File: config.mk
export PLATFORM = sky130hd
export DESIGN_NAME = fir_output_requantizer_fifo
export DESIGN_NICKNAME = d
export VERILOG_FILES = /design/src/rtl/fir_output_requantizer_fifo.sv
export SDC_FILE = /design/constraint.sdc
export NUM_CORES = 1
export LEC_CHECK = 0
export CELL_PAD_IN_SITES_DETAIL_PLACEMENT = 2
export CELL_PAD_IN_SITES_GLOBAL_PLACEMENT = 2
export CORE_MARGIN = 2
export CORE_UTILIZATION = 39
export CTS_CLUSTER_SIZE = 28
export DETAILED_ROUTE_END_ITERATION = 12
export GPL_TIMING_DRIVEN = 0
export PLACE_DENSITY_LB_ADDON = 0.1
export SLEW_MARGIN = 20
export SYNTH_ARGS = -nofsm -noshare
export SYNTH_HDL_FRONTEND = slang
export SYNTH_SLANG_ARGS = --single-unit
File: constraint.sdc
create_clock -name i_clk -period 2.7 [get_ports i_clk]
set_input_delay 0.81 -clock i_clk [delete_from_list [all_inputs] [get_ports i_clk]]
set_output_delay 0.81 -clock i_clk [all_outputs]
set_load 0.05 [all_outputs]
File: src/rtl/fir_output_requantizer_fifo.sv
// rtl/fir_output_requantizer_fifo.sv - round/shift/saturate FIR results into a show-ahead FIFO
module fir_output_requantizer_fifo #(
  parameter int IN_WIDTH   = 24,
  parameter int OUT_WIDTH  = 16,
  parameter int SHIFT      = 8,
  parameter int FIFO_DEPTH = 8
) (
  input  logic                               i_clk,
  input  logic                               i_rst_n,
  input  logic                               i_en,
  input  logic [IN_WIDTH-1:0]                iv_din,
  input  logic                               i_din_valid,
  output logic                               o_ready,
  output logic [OUT_WIDTH-1:0]               ov_dout,
  output logic                               o_dout_valid,
  input  logic                               i_ready,
  output logic                               o_sat,
  output logic [$clog2(FIFO_DEPTH+1)-1:0]    ov_count
);

  localparam int AW = $clog2(FIFO_DEPTH);
  localparam int CW = $clog2(FIFO_DEPTH+1);
  localparam logic signed [IN_WIDTH:0] SAT_MAX = (IN_WIDTH+1)'((1 << (OUT_WIDTH-1)) - 1);
  localparam logic signed [IN_WIDTH:0] SAT_MIN = ~SAT_MAX;

  typedef enum logic [1:0] {IDLE, ACK, GAP} state_t;

  state_t                 state, state_nxt;
  logic [AW-1:0]          wr_ptr, rd_ptr;
  logic [CW-1:0]          count;
  logic [OUT_WIDTH-1:0]   cap_data;
  logic                   cap_sat;
  logic [OUT_WIDTH-1:0]   mem [FIFO_DEPTH];

  logic signed [IN_WIDTH:0] din_ext;
  logic signed [IN_WIDTH:0] t;
  logic [OUT_WIDTH-1:0]     q_data;
  logic                     q_sat;
  logic                     full, empty, accept, wr_en, pop;

  // One extra bit of headroom so the rounding add cannot overflow.
  assign din_ext = {iv_din[IN_WIDTH-1], iv_din};

  generate
    if (SHIFT > 0) begin : g_round
      localparam logic signed [IN_WIDTH:0] HALF = (IN_WIDTH+1)'(1) << (SHIFT-1);
      logic signed [IN_WIDTH:0] sum;
      assign sum = din_ext + HALF;
      assign t   = sum >>> SHIFT;
    end else begin : g_pass
      assign t = din_ext;
    end
  endgenerate

  // Clip the shifted value into the signed OUT_WIDTH range and flag clipping.
  always_comb begin
    q_data = t[OUT_WIDTH-1:0];
    q_sat  = 1'b0;
    if (t > SAT_MAX) begin
      q_data = {1'b0, {(OUT_WIDTH-1){1'b1}}};
      q_sat  = 1'b1;
    end else if (t < SAT_MIN) begin
      q_data = {1'b1, {(OUT_WIDTH-1){1'b0}}};
      q_sat  = 1'b1;
    end
  end

  assign full   = (count == CW'(FIFO_DEPTH));
  assign empty  = (count == '0);
  assign accept = i_en && (state == IDLE) && i_din_valid && !full;
  assign wr_en  = i_en && (state == ACK);
  assign pop    = o_dout_valid && i_ready;

  // Input handshake state register.
  always_ff @(posedge i_clk or negedge i_rst_n) begin
    if (!i_rst_n) state <= IDLE;
    else if (i_en) state <= state_nxt;
  end

  // Next state: one accept, one ack cycle, one dead cycle for upstream to drop valid.
  always_comb begin
    state_nxt = state;
    case (state)
      IDLE:    if (accept) state_nxt = ACK;
      ACK:     state_nxt = GAP;
      GAP:     state_nxt = IDLE;
      default: state_nxt = IDLE;
    endcase
  end

  // Capture register, pointers and occupancy; everything freezes while i_en is low.
  always_ff @(posedge i_clk or negedge i_rst_n) begin
    if (!i_rst_n) begin
      wr_ptr   <= '0;
      rd_ptr   <= '0;
      count    <= '0;
      cap_data <= '0;
      cap_sat  <= 1'b0;
    end else if (i_en) begin
      if (accept) begin
        cap_data <= q_data;
        cap_sat  <= q_sat;
      end
      if (wr_en) wr_ptr <= wr_ptr + AW'(1);
      if (pop)   rd_ptr <= rd_ptr + AW'(1);
      case ({wr_en, pop})
        2'b10:   count <= count + CW'(1);
        2'b01:   count <= count - CW'(1);
        default: count <= count;
      endcase
    end
  end

  // Storage array; contents need no reset because the head is masked when empty.
  always_ff @(posedge i_clk) begin
    if (wr_en) mem[wr_ptr] <= cap_data;
  end

  assign o_ready      = (state == ACK);
  assign o_sat        = (state == ACK) && cap_sat;
  assign o_dout_valid = !empty && i_en;
  assign ov_dout      = empty ? '0 : mem[rd_ptr];
  assign ov_count     = count;

endmodule

# [Word level (Yosys, flattened, before mapping)]
# Memory sizes are Yosys's and may differ from the RTL's.
# Index checks and enable logic that the tools add are counted.
[totals] reg_bits=29 latch_bits=0 mem_bits_rw=128 romBits=0 input_bits=29 output_inout_bits=23 mem_count=1
[op_classes] n_addsub=5 mul=0 div_mod_pow=0 magnitude_cmp=2 n_eq_ne=5 n_shift=0 mux=10 n_bitwise=0 n_reduce_logical=17
[memory_table] memory="mem" words=8 width=16 rd=1 rd_clocked_by_memory_dff=0 write_ports=1 line="33" source="logic [OUT_WIDTH-1:0] mem [FIFO_DEPTH];"
[op_table] operator="$mux W16" count=3
[op_table] operator="$add A24 B9 Y25 const B" count=1
[op_table] operator="$gt A17 B16 Y1 const B" count=1
[op_table] operator="$lt A17 B16 Y1 const B" count=1
[op_table] operator="$reduce_and A2 Y1" count=5
[op_table] operator="$pmux W4 S2" count=1
[op_table] operator="$logic_and A1 B1 Y1" count=7
[op_table] operator="$add A3 B1 Y3 const B" count=2
[op_table] operator="$add A4 B1 Y4 const B" count=1
[op_table] operator="$eq A2 B1 Y1 const B" count=2
[op_table] operator="$eq A4 B4 Y1 const B" count=1
[op_table] operator="$logic_not A4 Y1" count=1
[op_table] operator="$mux W1" count=4
[op_table] operator="$pmux W2 S2" count=1
[op_table] operator="$sub A4 B1 Y4 const B" count=1
[op_table] operator="$eq A2 B2 Y1 const B" count=1
[op_table] operator="$logic_not A1 Y1" count=2
[op_table] operator="$logic_not A2 Y1" count=1
[op_table] operator="$mux W2" count=1
[op_table] operator="$ne A2 B2 Y1 const B" count=1
[op_table] operator="$reduce_bool A2 Y1" count=1

# [Depth between registers and ports, before layout]
# Gate-level depths: netlist (run 1).
[logic_depth] ltp_word=7 mapped_depth=11

# [Worst setup path after synthesis (run 1)]
# Ideal clock, no wire load.
[synth_path] kind="reg-to-reg" startpoint="reg state[1]" endpoint="mem mem[0][0], enable pin" setup_ps=409 arrival_ps=2965 t_required_ps=2291 slack_ps=-675 path_stages_with_launch=5 synth_period_minus_slack_ps=3375 path_cell_list="dfrtp_1 -> nor2b_1 -> nand2_1 -> or2_2 -> nor3_1"
[synth_between] elab_chain_len=4
[synth_rtl] item="from (decl)" line="28" source="state_t state, state_nxt;"
[synth_rtl] item="from (signal assigned)" line="77" source="else if (i_en) state <= state_nxt;"
[synth_rtl] item="$eq A2 B1 Y1"
[synth_rtl] item="named net o_ready" line="13" source="output logic o_ready,"
[synth_rtl] item="$logic_and A1 B1 Y1" line="71" source="assign wr_en = i_en && (state == ACK);"
[synth_rtl] item="$mux W1" line="116" source="if (wr_en) mem[wr_ptr] <= cap_data;"
[synth_rtl] item="$mux W1 (not written as such)" line="116"
[synth_rtl] item="to (decl)" line="33"
# The timed path passes the listed nets, and every way through them passes these cells.

# [Worst setup path in the final report (run 1)]
[layout_path] startpoint="reg rd_ptr[0]" endpoint="out ov_dout[0]"
[layout_between] elab_chain_len=2
[layout_rtl] item="from (decl)" line="29" source="logic [AW-1:0] wr_ptr, rd_ptr;"
[layout_rtl] item="from (signal assigned)" line="105" source="if (pop) rd_ptr <= rd_ptr + AW'(1);"
[layout_rtl] item="$mem_v2 Z8 W16"
[layout_rtl] item="$mux W16" line="122" source="assign ov_dout = empty ? '0 : mem[rd_ptr];"
[layout_rtl] item="to (decl)" line="14" source="output logic [OUT_WIDTH-1:0] ov_dout,"
# No other way between the ends.

==> summary.txt, run 1 <==
Timing
  • Tmin final: 2.92 ns
  • Fin worst setup slack: -0.224 ns
  • Max Slew Vio Count: 0
  • Worst-margin pin slew: 0.706 ns
  • Tcrit/Tclk final: 108%
  • Final Hold Fails: 0
  • Fmax: 342 MHz
  • Clock Skews: 0.00690 ns
  • Fin Hold WS: 0.425 ns
  • Final setup fails: 16
  • RSZ-0062 raised after global routing: true
  • Slew margin rel.: 52.9%

Clocking
  • CTS Buffer Depth: 2
  • Sink Count: 157
  • TritonCTS clock tree: done
  • H-tree depth: 4
  • Clock tree root driver cell: clkbuf_16
  • Worst-path clk slew: 0.06 ns
  • Cts bufs inserted: 17
  • Worst skew pair latency: 0.43 ns
  • Hold Buf Count CTS: 0

Worst setup path
  • Reg2reg path depth: 13
  • Reg2reg end: ov_count[3]
  • Critical Path End Type: output pin
  • Worst Path Required: 1.89 ns
  • Crit path kind: flip-flop to output pin
  • Worst path buffer plus inverter count: 3
  • Crit path max-delay cell type: mux4_2
  • Most common cell on crit path: buf_6
  • Crit path DAT: 2.11 ns
  • WP depth: 6
  • CP cell instances: buf_6 -> buf_12 -> mux4_2 -> mux2i_2 -> nor2_1 -> buf_6
  • Slowest stage delay, CP: 0.54 ns
  • Worst r2r src: ov_count[2]
  • Critical Path Start: rd_ptr[0]
  • Worst reg2reg setup slack: 0.13 ns
  • CP endpoint: ov_dout[0]
  • Crit path max-delay family: multiplexers
  • Crit start category: flip-flop
  • CP Max Fanout: 5

Power and ir drop
  • Pleak: 2.96 nW
  • VDD IR max: 0.489 mV
  • Pwr dens: 1240 nW/um^2

Placed design
  • Area after DPL: 7440 sq um
  • HPWL after DPL: 11.3 mm
  • Port-buffer cells: 44
  • GPL Wtd Cong: 0.729
  • Setup WS pre-CTS: -1.02 ns

Synth
  • Sequential element share of the synthesized area: 70.1%
  • Synth top area share: 59.0%
  • Mapped cell area: 6520 sq um
  • Area leader, netlist: edfxtp_1
  • Mapped Nets: 417
  • Synth area leaders: edfxtp_1 (59%), dfrtp_1 (11%), mux4_2 (11%)
  • Asr flop ratio synth: 18.5%
  • EDFF count, synth: 128
  • Syn avg cell area: 17.1 sq um
  • Post-synthesis cell type count: 40
  • YS warnings: 0
  • Synth Flop Type: edfxtp_1
  • Mapped Cells: 381
  • Top post-synthesis cells by count: edfxtp_1 (128), nor2_1 (41), mux4_2 (32), dfrtp_1 (29), mux2i_1 (16)
  • Post-synthesis register bit count: 157
  • Most common cell in the netlist: edfxtp_1

Global routing
  • First-pass GRT wire length: 25.4 mm
  • Total track usage: 19.9%
  • Initial antenna violation count: 0
  • Largest net degree at the start of global routing: 30
  • Number of global-route vias before repair: 4134
  • GR Overflow Total: 0

Finish
  • Fillers: 1504
  • Area added between synthesis and finish: 29.6%
  • Final non-filler cell area: 8450 sq um
  • Antenna cells: 0
  • Final net count: 507
  • Final Util: 51.3%
  • Share of layout cells above drive strength 1: 35.1%

Routing
  • DRC errors left: 0
  • Final wirelength: 17.3 mm
  • DRT Pass-1 Iters: 4
  • Final ANT Viol Nets: 0
  • DR iter-0 viols: 173
  • Wirelength per Cell: 24.5 microns
  • Drt via density: 5.33
  • DR vias: 3753

Floorplanning
  • Die H: 133 microns
  • Core Box Area: 16500 sq um
  • Die Area: 17800 sq um
  • Starting Density: 39.6%
  • FP Rows: 47
  • IO Pins: 52
  • Die width: 133 microns

Min path
  • HP Class: primary input to asynchronous set/reset pin

Run
  • Max Cap Violations: 0

Outcome
  • Outcome: finished, violations left
  • Failing checks: negative setup slack
-- metal layers --
layer  vias to the layer above  track usage [%]  share of wire [%]
met1                      1992             24.5                 42
met2                        86             35.9                 54
met5                         -                0                  0
li1                       1658                -                  -
met3                        17             2.82                2.4
met4                         0             6.91                1.4
-- layout make-up --
| type | instances | area (sq um) | share of cell area, % |
|---|---|---|---|
| clock inverter | 15 | 244 | 2.89 |
| timing repair buffer | 75 | 797 | 9.43 |
| clock buffer | 17 | 425 | 5.04 |
| multi-input combinational | 201 | 1980 | 23.4 |
| inverter | 8 | 30.0 | 0.355 |
| sequential | 157 | 4580 | 54.2 |
| tap | 220 | 275 | 3.26 |
| buffer | 11 | 123 | 1.45 |
-- stage by stage --
stage | std cells | power, mW | setup TNS, ns
final | 704 | 10.4 | -2.99
after global placement | 645 | 6.92 | -130.25
after global routing | 704 | 10.9 | -4.23
after floorplan | 381 | 5.88 | -0.0627
after detailed placement | 653 | 7.15 | -38.91
after CTS | 687 | 9.87 | -3.57
-- flip-flops by register name, summed over array words and instances, names as in the netlist --
signal    cells
rd_ptr        3
state         2
mem         128
cap_sat       1
ov_count      4
wr_ptr        3
cap_data     16
-- what timing repair did --
action                     in CTS  in global routing
pin swaps                       1                  2
setup endpoints to repair      22                 28
gates resized for setup       116                 64
setup buffers                   6                 15
cloned                          0                  2
-- layout by cell type, fill, tap and decap left out, types with 8 or more instances in the layout --
master	Yosys	final
clkdlybuf4s50_1	0	23
buf_8	0	8
xnor2_1	12	12
o22a_1	10	10
clkbuf_16	0	19
mux2i_1	16	10
edfxtp_1	128	128
buf_4	1	19
nor2_2	1	17
inv_1	8	8
nor2_1	41	24
nand2_1	14	14
mux4_2	32	32
buf_6	0	19
nand3_1	11	11
dfrtp_1	29	22
-- worst min path at each step --
| stage | slack [ns] | from | cells after the start | to |
|---|---|---|---|---|
| after floorplan | 0.47 | state[0] | 1 | state[0] |
| after global placement | 0.48 | state[0] | 1 | state[0] |
| after detailed placement | 0.50 | state[0] | 1 | state[0] |
| after CTS | 0.44 | i_rst_n | 1 | wr_ptr[2] |
| after global routing | 0.46 | i_rst_n | 1 | wr_ptr[2] |
| final | 0.43 | i_rst_n | 1 | wr_ptr[0] |
-- power by group --
group | switching [mW] | total, mW | internal [mW]
Clock | 1.00 | 2.74 | 1.74
Sequential | 0.560 | 3.75 | 3.19
Combinational | 2.16 | 3.95 | 1.79
-- logic make-up (layout without fill, tap and decap cells) --
logic type / Yosys count / count (layout) / synth area share [%]
multiplexers: 53 / 53 / 14.4
XOR/XNOR: 19 / 19 / 2.55
buffers and inverters: 23 / 126 / 1.44
adder cells (fa/ha/maj): 7 / 7 / 1.46
AND/OR/NAND/NOR: 94 / 94 / 7.10
flip-flops: 157 / 157 / 70.1
AO/OA/AOI/OAI: 28 / 28 / 2.94
Note: power is estimated with default switching activity, not from simulation.
==> inputs of run 2 (changes only) <==
Settings changed: CAP_MARGIN set to 20.
==> results of run 2 <==
No change in the layout: final DEF, timing and power equal those of run 1.
